===== src/rtl/video_tg_pkg.sv =====
// rtl/video_tg_pkg.sv - shared timing struct, standard mode constants and colour-bar palette for the video timing generator
package video_tg_pkg;

    localparam int TG_W = 12;

    typedef struct packed {
        logic [TG_W-1:0] h_total;
        logic [TG_W-1:0] h_sync;
        logic [TG_W-1:0] h_bporch;
        logic [TG_W-1:0] h_res;
        logic [TG_W-1:0] v_total;
        logic [TG_W-1:0] v_sync;
        logic [TG_W-1:0] v_bporch;
        logic [TG_W-1:0] v_res;
    } timing_t;

    localparam timing_t TIMING_720P = '{
        h_total: 12'd1650, h_sync: 12'd40, h_bporch: 12'd220, h_res: 12'd1280,
        v_total: 12'd750,  v_sync: 12'd5,  v_bporch: 12'd20,  v_res: 12'd720};
    localparam timing_t TIMING_1024X768 = '{
        h_total: 12'd1344, h_sync: 12'd136, h_bporch: 12'd160, h_res: 12'd1024,
        v_total: 12'd806,  v_sync: 12'd6,   v_bporch: 12'd29,  v_res: 12'd768};
    localparam timing_t TIMING_800X600 = '{
        h_total: 12'd1056, h_sync: 12'd128, h_bporch: 12'd88, h_res: 12'd800,
        v_total: 12'd628,  v_sync: 12'd4,   v_bporch: 12'd23, v_res: 12'd600};

    localparam logic [23:0] BAR_WHITE   = 24'hFFFFFF;
    localparam logic [23:0] BAR_YELLOW  = 24'hFFFF00;
    localparam logic [23:0] BAR_CYAN    = 24'h00FFFF;
    localparam logic [23:0] BAR_GREEN   = 24'h00FF00;
    localparam logic [23:0] BAR_MAGENTA = 24'hFF00FF;
    localparam logic [23:0] BAR_RED     = 24'hFF0000;
    localparam logic [23:0] BAR_BLUE    = 24'h0000FF;
    localparam logic [23:0] BAR_BLACK   = 24'h000000;

    function automatic logic [23:0] bar_colour(input logic [2:0] idx);
        case (idx)
            3'd0:    bar_colour = BAR_WHITE;
            3'd1:    bar_colour = BAR_YELLOW;
            3'd2:    bar_colour = BAR_CYAN;
            3'd3:    bar_colour = BAR_GREEN;
            3'd4:    bar_colour = BAR_MAGENTA;
            3'd5:    bar_colour = BAR_RED;
            3'd6:    bar_colour = BAR_BLUE;
            default: bar_colour = BAR_BLACK;
        endcase
    endfunction

endpackage


===== src/rtl/video_tg_axis_cnt.sv =====
// rtl/video_tg_axis_cnt.sv - one timing axis: position counter with sync, active window and relative position
//
// Ports:
//   I_clk, I_rst_n            pixel clock, async active-low reset
//   I_adv                     advance the counter this cycle
//   I_total/sync/bporch/res   shadowed axis timing
//   O_pos                     counter minus active start (meaningful while O_act)
//   O_first / O_last          counter at 0 / at total-1
//   O_sync                    counter inside sync pulse
//   O_act                     counter inside active window
module video_tg_axis_cnt
    import video_tg_pkg::*;
#(
    parameter int CNT_W = 12
) (
    input  logic             I_clk,
    input  logic             I_rst_n,
    input  logic             I_adv,
    input  logic [CNT_W-1:0] I_total,
    input  logic [CNT_W-1:0] I_sync,
    input  logic [CNT_W-1:0] I_bporch,
    input  logic [CNT_W-1:0] I_res,
    output logic [CNT_W-1:0] O_pos,
    output logic             O_first,
    output logic             O_last,
    output logic             O_sync,
    output logic             O_act
);

    logic [CNT_W-1:0] cnt_q, cnt_d;
    logic [CNT_W:0]   start;
    logic [CNT_W+1:0] stop;

    // Extra width so sync+bporch+res never wraps for large programmed values.
    assign start   = {1'b0, I_sync} + {1'b0, I_bporch};
    assign stop    = {1'b0, start} + {2'b00, I_res};
    assign O_first = (cnt_q == '0);
    assign O_last  = (cnt_q == I_total - 1'b1);
    assign O_sync  = (cnt_q < I_sync);
    assign O_act   = ({1'b0, cnt_q} >= start) && ({2'b00, cnt_q} < stop);
    assign O_pos   = cnt_q - start[CNT_W-1:0];

    always_comb begin
        cnt_d = cnt_q;
        if (I_adv) begin
            cnt_d = O_last ? '0 : cnt_q + 1'b1;
        end
    end

    always_ff @(posedge I_clk or negedge I_rst_n) begin
        if (!I_rst_n) begin
            cnt_q <= '0;
        end else begin
            cnt_q <= cnt_d;
        end
    end

endmodule


===== src/rtl/video_timing_gen.sv =====
// rtl/video_timing_gen.sv - runtime-programmable HS/VS/DE timing generator with pixel request and DE-aligned data
//
// Ports:
//   I_clk, I_rst_n            pixel clock, async active-low reset
//   I_h_*/I_v_*               requested timing, sampled only at the frame boundary
//   I_hs_pol, I_vs_pol        1 = positive sync
//   I_pix_data                pixel returned one cycle after O_req
//   I_pat_en                  colour bars instead of I_pix_data (VIDEO_TG_PATTERN_EN builds only)
//   O_req, O_x, O_y           early pixel request and its coordinate
//   O_hs, O_vs, O_de, O_rgb   timing outputs, O_de two cycles after O_req
//   O_frame_start, O_frame_cnt frame pulse and counter
//   O_cfg_err                 last sampled configuration was rejected
// Build option: define VIDEO_TG_PATTERN_EN to add the colour-bar generator.
module video_timing_gen
    import video_tg_pkg::*;
#(
    parameter int CNT_W        = 12,
    parameter int PIX_W        = 24,
    parameter int FCNT_W       = 16,
    parameter int RST_H_TOTAL  = 1650,
    parameter int RST_H_SYNC   = 40,
    parameter int RST_H_BPORCH = 220,
    parameter int RST_H_RES    = 1280,
    parameter int RST_V_TOTAL  = 750,
    parameter int RST_V_SYNC   = 5,
    parameter int RST_V_BPORCH = 20,
    parameter int RST_V_RES    = 720
) (
    input  logic              I_clk,
    input  logic              I_rst_n,
    input  logic [CNT_W-1:0]  I_h_total,
    input  logic [CNT_W-1:0]  I_h_sync,
    input  logic [CNT_W-1:0]  I_h_bporch,
    input  logic [CNT_W-1:0]  I_h_res,
    input  logic [CNT_W-1:0]  I_v_total,
    input  logic [CNT_W-1:0]  I_v_sync,
    input  logic [CNT_W-1:0]  I_v_bporch,
    input  logic [CNT_W-1:0]  I_v_res,
    input  logic              I_hs_pol,
    input  logic              I_vs_pol,
    input  logic [PIX_W-1:0]  I_pix_data,
`ifdef VIDEO_TG_PATTERN_EN
    input  logic              I_pat_en,
`endif
    output logic              O_req,
    output logic [CNT_W-1:0]  O_x,
    output logic [CNT_W-1:0]  O_y,
    output logic              O_hs,
    output logic              O_vs,
    output logic              O_de,
    output logic [PIX_W-1:0]  O_rgb,
    output logic              O_frame_start,
    output logic [FCNT_W-1:0] O_frame_cnt,
    output logic              O_cfg_err
);

    logic [CNT_W-1:0] h_total_q, h_sync_q, h_bporch_q, h_res_q;
    logic [CNT_W-1:0] v_total_q, v_sync_q, v_bporch_q, v_res_q;
    logic [CNT_W-1:0] h_total_d, h_sync_d, h_bporch_d, h_res_d;
    logic [CNT_W-1:0] v_total_d, v_sync_d, v_bporch_d, v_res_d;
    logic             cfg_err_q, cfg_err_d;

    logic             req_q, hs0_q, vs0_q, fs0_q;
    logic             req_d, hs0_d, vs0_d, fs0_d;
    logic [CNT_W-1:0] x_q, y_q, x_d, y_d;
    logic             act1_q, hs1_q, vs1_q, fs1_q;
    logic             de_q, hs2_q, vs2_q, fs2_q;
    logic [PIX_W-1:0] rgb_q, rgb_d, pix_sel;
    logic [FCNT_W-1:0] frame_cnt_q, frame_cnt_d;

    logic [CNT_W-1:0] h_pos, v_pos;
    logic             h_first, h_last, h_sync_a, h_act;
    logic             v_first, v_last, v_sync_a, v_act;
    logic [CNT_W+1:0] h_need, v_need;
    logic             cfg_ok;

    video_tg_axis_cnt #(.CNT_W(CNT_W)) u_h_cnt (
        .I_clk(I_clk), .I_rst_n(I_rst_n), .I_adv(1'b1),
        .I_total(h_total_q), .I_sync(h_sync_q), .I_bporch(h_bporch_q), .I_res(h_res_q),
        .O_pos(h_pos), .O_first(h_first), .O_last(h_last), .O_sync(h_sync_a), .O_act(h_act)
    );

    video_tg_axis_cnt #(.CNT_W(CNT_W)) u_v_cnt (
        .I_clk(I_clk), .I_rst_n(I_rst_n), .I_adv(h_last),
        .I_total(v_total_q), .I_sync(v_sync_q), .I_bporch(v_bporch_q), .I_res(v_res_q),
        .O_pos(v_pos), .O_first(v_first), .O_last(v_last), .O_sync(v_sync_a), .O_act(v_act)
    );

    assign h_need = {2'b00, I_h_sync} + {2'b00, I_h_bporch} + {2'b00, I_h_res};
    assign v_need = {2'b00, I_v_sync} + {2'b00, I_v_bporch} + {2'b00, I_v_res};
    assign cfg_ok = ({2'b00, I_h_total} >= h_need) && ({2'b00, I_v_total} >= v_need)
                  && (I_h_res != '0) && (I_v_res != '0)
                  && (I_h_sync != '0) && (I_v_sync != '0);

`ifdef VIDEO_TG_PATTERN_EN
    logic [2:0]       bar_q, bar_d;
    logic [CNT_W+2:0] bar_quot;

    // Bar index from the registered x so the colour lines up with stage 1 data.
    assign bar_quot = {x_q, 3'b000} / {3'b000, h_res_q};
    assign bar_d    = bar_quot[2:0];
    assign pix_sel  = I_pat_en ? PIX_W'(bar_colour(bar_q)) : I_pix_data;

    always_ff @(posedge I_clk or negedge I_rst_n) begin
        if (!I_rst_n) begin
            bar_q <= '0;
        end else begin
            bar_q <= bar_d;
        end
    end
`else
    assign pix_sel = I_pix_data;
`endif

    always_comb begin
        h_total_d  = h_total_q;
        h_sync_d   = h_sync_q;
        h_bporch_d = h_bporch_q;
        h_res_d    = h_res_q;
        v_total_d  = v_total_q;
        v_sync_d   = v_sync_q;
        v_bporch_d = v_bporch_q;
        v_res_d    = v_res_q;
        cfg_err_d  = cfg_err_q;
        // Shadows change only as both counters wrap, so a frame never mixes modes.
        if (h_last && v_last) begin
            if (cfg_ok) begin
                h_total_d  = I_h_total;
                h_sync_d   = I_h_sync;
                h_bporch_d = I_h_bporch;
                h_res_d    = I_h_res;
                v_total_d  = I_v_total;
                v_sync_d   = I_v_sync;
                v_bporch_d = I_v_bporch;
                v_res_d    = I_v_res;
                cfg_err_d  = 1'b0;
            end else begin
                cfg_err_d  = 1'b1;
            end
        end

        req_d = h_act && v_act;
        hs0_d = h_sync_a;
        vs0_d = v_sync_a;
        fs0_d = h_first && v_first;
        x_d   = req_d ? h_pos : x_q;
        y_d   = req_d ? v_pos : y_q;

        rgb_d = act1_q ? pix_sel : '0;
        // Counter steps on the same edge that raises O_frame_start.
        frame_cnt_d = fs1_q ? frame_cnt_q + 1'b1 : frame_cnt_q;
    end

    always_ff @(posedge I_clk or negedge I_rst_n) begin
        if (!I_rst_n) begin
            h_total_q   <= CNT_W'(RST_H_TOTAL);
            h_sync_q    <= CNT_W'(RST_H_SYNC);
            h_bporch_q  <= CNT_W'(RST_H_BPORCH);
            h_res_q     <= CNT_W'(RST_H_RES);
            v_total_q   <= CNT_W'(RST_V_TOTAL);
            v_sync_q    <= CNT_W'(RST_V_SYNC);
            v_bporch_q  <= CNT_W'(RST_V_BPORCH);
            v_res_q     <= CNT_W'(RST_V_RES);
            cfg_err_q   <= 1'b0;
            req_q       <= 1'b0;
            hs0_q       <= 1'b0;
            vs0_q       <= 1'b0;
            fs0_q       <= 1'b0;
            x_q         <= '0;
            y_q         <= '0;
            act1_q      <= 1'b0;
            hs1_q       <= 1'b0;
            vs1_q       <= 1'b0;
            fs1_q       <= 1'b0;
            de_q        <= 1'b0;
            hs2_q       <= 1'b0;
            vs2_q       <= 1'b0;
            fs2_q       <= 1'b0;
            rgb_q       <= '0;
            frame_cnt_q <= '0;
        end else begin
            h_total_q   <= h_total_d;
            h_sync_q    <= h_sync_d;
            h_bporch_q  <= h_bporch_d;
            h_res_q     <= h_res_d;
            v_total_q   <= v_total_d;
            v_sync_q    <= v_sync_d;
            v_bporch_q  <= v_bporch_d;
            v_res_q     <= v_res_d;
            cfg_err_q   <= cfg_err_d;
            req_q       <= req_d;
            hs0_q       <= hs0_d;
            vs0_q       <= vs0_d;
            fs0_q       <= fs0_d;
            x_q         <= x_d;
            y_q         <= y_d;
            act1_q      <= req_q;
            hs1_q       <= hs0_q;
            vs1_q       <= vs0_q;
            fs1_q       <= fs0_q;
            de_q        <= act1_q;
            hs2_q       <= hs1_q;
            vs2_q       <= vs1_q;
            fs2_q       <= fs1_q;
            rgb_q       <= rgb_d;
            frame_cnt_q <= frame_cnt_d;
        end
    end

    assign O_req         = req_q;
    assign O_x           = x_q;
    assign O_y           = y_q;
    assign O_de          = de_q;
    assign O_rgb         = rgb_q;
    assign O_hs          = hs2_q ^ ~I_hs_pol;
    assign O_vs          = vs2_q ^ ~I_vs_pol;
    assign O_frame_start = fs2_q;
    assign O_frame_cnt   = frame_cnt_q;
    assign O_cfg_err     = cfg_err_q;

endmodule


===== config.mk =====
export PLATFORM = sky130hd
export DESIGN_NAME = video_timing_gen
export DESIGN_NICKNAME = d
export VERILOG_FILES = /design/src/rtl/video_tg_pkg.sv /design/src/rtl/video_tg_axis_cnt.sv /design/src/rtl/video_timing_gen.sv
export SDC_FILE = /design/constraint.sdc
export NUM_CORES = 1
export LEC_CHECK = 0
export ABC_AREA = 1
export BUFFER_PORTS_ARGS = -buffer_cell sky130_fd_sc_hd__buf_4
export CAP_MARGIN = 20
export CORE_MARGIN = 1.5
export CORE_UTILIZATION = 38
export DETAILED_ROUTE_END_ITERATION = 7
export PLACE_DENSITY_LB_ADDON = 0.05
export SYNTH_ARGS = -nofsm -noshare
export SYNTH_HDL_FRONTEND = slang
export SYNTH_SLANG_ARGS = --single-unit

===== constraint.sdc =====
create_clock -name I_clk -period 11.8 [get_ports I_clk]
set_input_delay 1.18 -clock I_clk [delete_from_list [all_inputs] [get_ports I_clk]]
set_output_delay 1.18 -clock I_clk [all_outputs]
set_load 0.02 [all_outputs]

==> run metrics <==
result of the run=completed; drt wl/cell=15.14 µm; leading cell type in the layout, fill and taps excluded=nand2_1; number of placed instances with taps included=2877; Clk pin slew, worst setup/hold paths=0.07 ns; buffers inserted by post-CTS timing repair=0; number of vias after detailed routing=13690; GR Overflow Total=0; number of gates resized after CTS=0; Crit Path Class=register to register; leakage=roughly 11 nW; H-tree levels=4; antenna violations before repair=0; data required time of the critical path=12.13 ns; detailed-route DRC error count=0; Initial Util=around two fifths; Gate Count Post-Synth=2187; final slew viol count=0; row count=74; area of the die=0.04334 mm²; CTS tree=built; detailed router's first-iteration violation count=approximately 1000; post-synth top area share=a little over a quarter; final layout net count=2691; count of different cell masters after synthesis=45; Port Buffers=193; CTS Root Buffer Type=clkbuf_16; fraction of the yosys area taken by sequential cells=31.05%; io pins=194; leading cell types in the layout, fill and taps excluded=532 x nand2_1, 480 x inv_1, 209 x nand3_1, 197 x buf_4, 171 x ha_1; count of placed standard cells in the final layout, fillers left out=2909; number of vias per cell=4.707; main area contributors after synthesis=dfrtp_1 26%, ha_1 13%, nand2_1 13%, inv_1 11%, nand3_1 6.5%; critical path launch point type=register; antenna diode instance count=0; number of cell instances on the worst register-to-register path=25; total negative setup slack=0 ns; number of nets produced by synthesis=2514; fmax=0.1745 GHz; maximum fanout encountered on the critical timing path=25; Routed WL=approximately 44 mm; shortest period the worst path allows=5.731 ns; clock buffer depth=2; total power per unit cell area=around 120 mW/mm²; yosys warns=0; ANT nets after route=0; buffering stage count on the worst path with inverters included=2; die boundary width=208.2 µm; worst setup skew after layout=about 0.015 ns; Tot GR Track Use=20.70%; Main synth FF type=dfrtp_1; library cell contributing the largest single delay on the critical path=nand2_1; slew at the pin with the worst max-slew slack=0.9556 ns; Top cell by count, worst path=nand2_1; number of buffers added by the clock tree synthesis step=17; sink count of the clock tree=between 150 and 200; relative slew slack=between 30% and 40%; setup repair after global routing missed its margin=false; endpoint type of the worst setup path=register; final HPWL from detailed placement=35.82 mm; vertical die dimension=208.2 µm; cell taking the most area after synthesis=dfrtp_1; placeable core region=0.04120 mm²; worst IR drop on VDD=0.1120 mV; Post-Synthesis Cell Area=0.01600 mm²; first-pass GRT wire length=70.79 mm; maximum number of pins on one net before global-route repair=98; crit path DAT=6.06 ns; period utilisation layout=between 40 and 50%; CTS Hold Buffers Added=0; weighted congestion reported at the end of routability-driven placement=just under 0.9; source-to-sink clock delay at the later pin of the worst-skew pair=between 0.4 and 0.5 ns; final hold violations=0; Top Family by Delay on Critical Path=simple AND/OR/NAND/NOR gates; number of flip-flops in the largest register=24; Post-synth EDFFs=0; depth of the critical timing path with buffers and inverters included=25; Mean Syn Cell Area=approximately 7.3 µm²; Synth Register Bits=197; max-cap check violation count=0; asr flop ratio synth=100.0%; Syn-to-layout area delta=15.81%; final setup violating endpoints=0; Hold WC Path Type=register to register; via count of the first global-routing pass=13030; layout cells sized above 1=11.99%; first-pass detailed-route iteration total=5; depth of the worst hold-timing path=0; delay of the slowest cell on the worst path=0.76 ns
## through the flow
| step | utilization, % | power (mW) | instance area, µm² | hold WS [ns] | setup slack [ns] |
|---|---|---|---|---|---|
| floorplan | - | 1.341 | 16000 | 0.3312 | 6.932 |
| CTS | 44.97 | 2.161 | 18530 | 0.3534 | 5.942 |
| detailed placement | 43.55 | 1.567 | 17940 | 0.3362 | 5.669 |
| global route | 44.97 | 2.310 | 18530 | 0.3633 | 5.366 |
| finish | 44.97 | 2.138 | 18530 | 0.3471 | 6.069 |
| global placement | 43.55 | 1.555 | 17940 | 0.3357 | 5.756 |
## cell usage after synthesis, types with 30 or more instances
master	instances
o21ai_0	58
dfstp_2	30
nand2_1	533
fa_1	32
dfrtp_1	167
xor2_1	79
nor2_1	87
ha_1	171
inv_1	480
xnor2_1	40
a21oi_1	106
nand3_1	209
## cell families (layout without fill, tap and decap cells)
logic type | after synthesis | count (layout) | share of synthesized area [%]
simple gates | 929 | 929 | 25.04
buf+inv | 531 | 721 | 12.87
compound gates | 207 | 207 | 7.078
fa+ha+maj | 203 | 203 | 17.38
flops | 197 | 197 | 31.05
xor+xnor | 119 | 119 | 6.515
mux | 1 | 1 | 0.07038
## power by group
part / internal (mW) / switching [mW]
combinational: 0.313 / 0.513
sequential: 0.706 / 0.0227
clock: 0.315 / 0.268
total: 1.33 / 0.804
## final cells by class
class	count	area, µm²
Clock buffer	23	488.0
Clock inverter	9	96.34
Fill cell	4315	22670
Inverter	491	1843
Multi-Input combinational cell	1459	8975
Sequential cell	197	4967
Tap cell	532	665.6
Timing Repair Buffer	198	1493
## worst register-to-register path: cells and delay by family (launching register included)
kind,cells,cell delay (ns)
simple gates,12,2.48
fa+ha+maj,4,1.21
compound gates,5,0.88
xor+xnor,2,0.54
flops,1,0.37
buf+inv,2,0.13
## final timing paths
path	from	end	slack, ns
max in group asynchronous	I_rst_n	vs2_q$_DFF_PN0_	9.15
worst min-delay path	hs1_q$_DFF_PN0_	hs2_q$_DFF_PN0_	0.35
worst max register to register	h_bporch_q[0]$_DFFE_PN0P_	O_x[9]$_DFFE_PN0P_	6.07
worst max-delay path	h_bporch_q[0]$_DFFE_PN0P_	O_x[9]$_DFFE_PN0P_	6.07
min in group asynchronous	I_rst_n	O_frame_cnt[15]$_DFFE_PN0P_	0.74
worst min register to register	hs1_q$_DFF_PN0_	hs2_q$_DFF_PN0_	0.35
## metal layers
layer | global-route usage, % | vias up | share of wire [%]
met2 | 29.44 | 309 | 40
li1 | - | 7207 | -
met4 | 4.581 | 0 | 1.1
met1 | 32.65 | 6153 | 54
met3 | 2.838 | 25 | 4.6
met5 | 0 | - | 0
(Power assumes the default switching activity.)
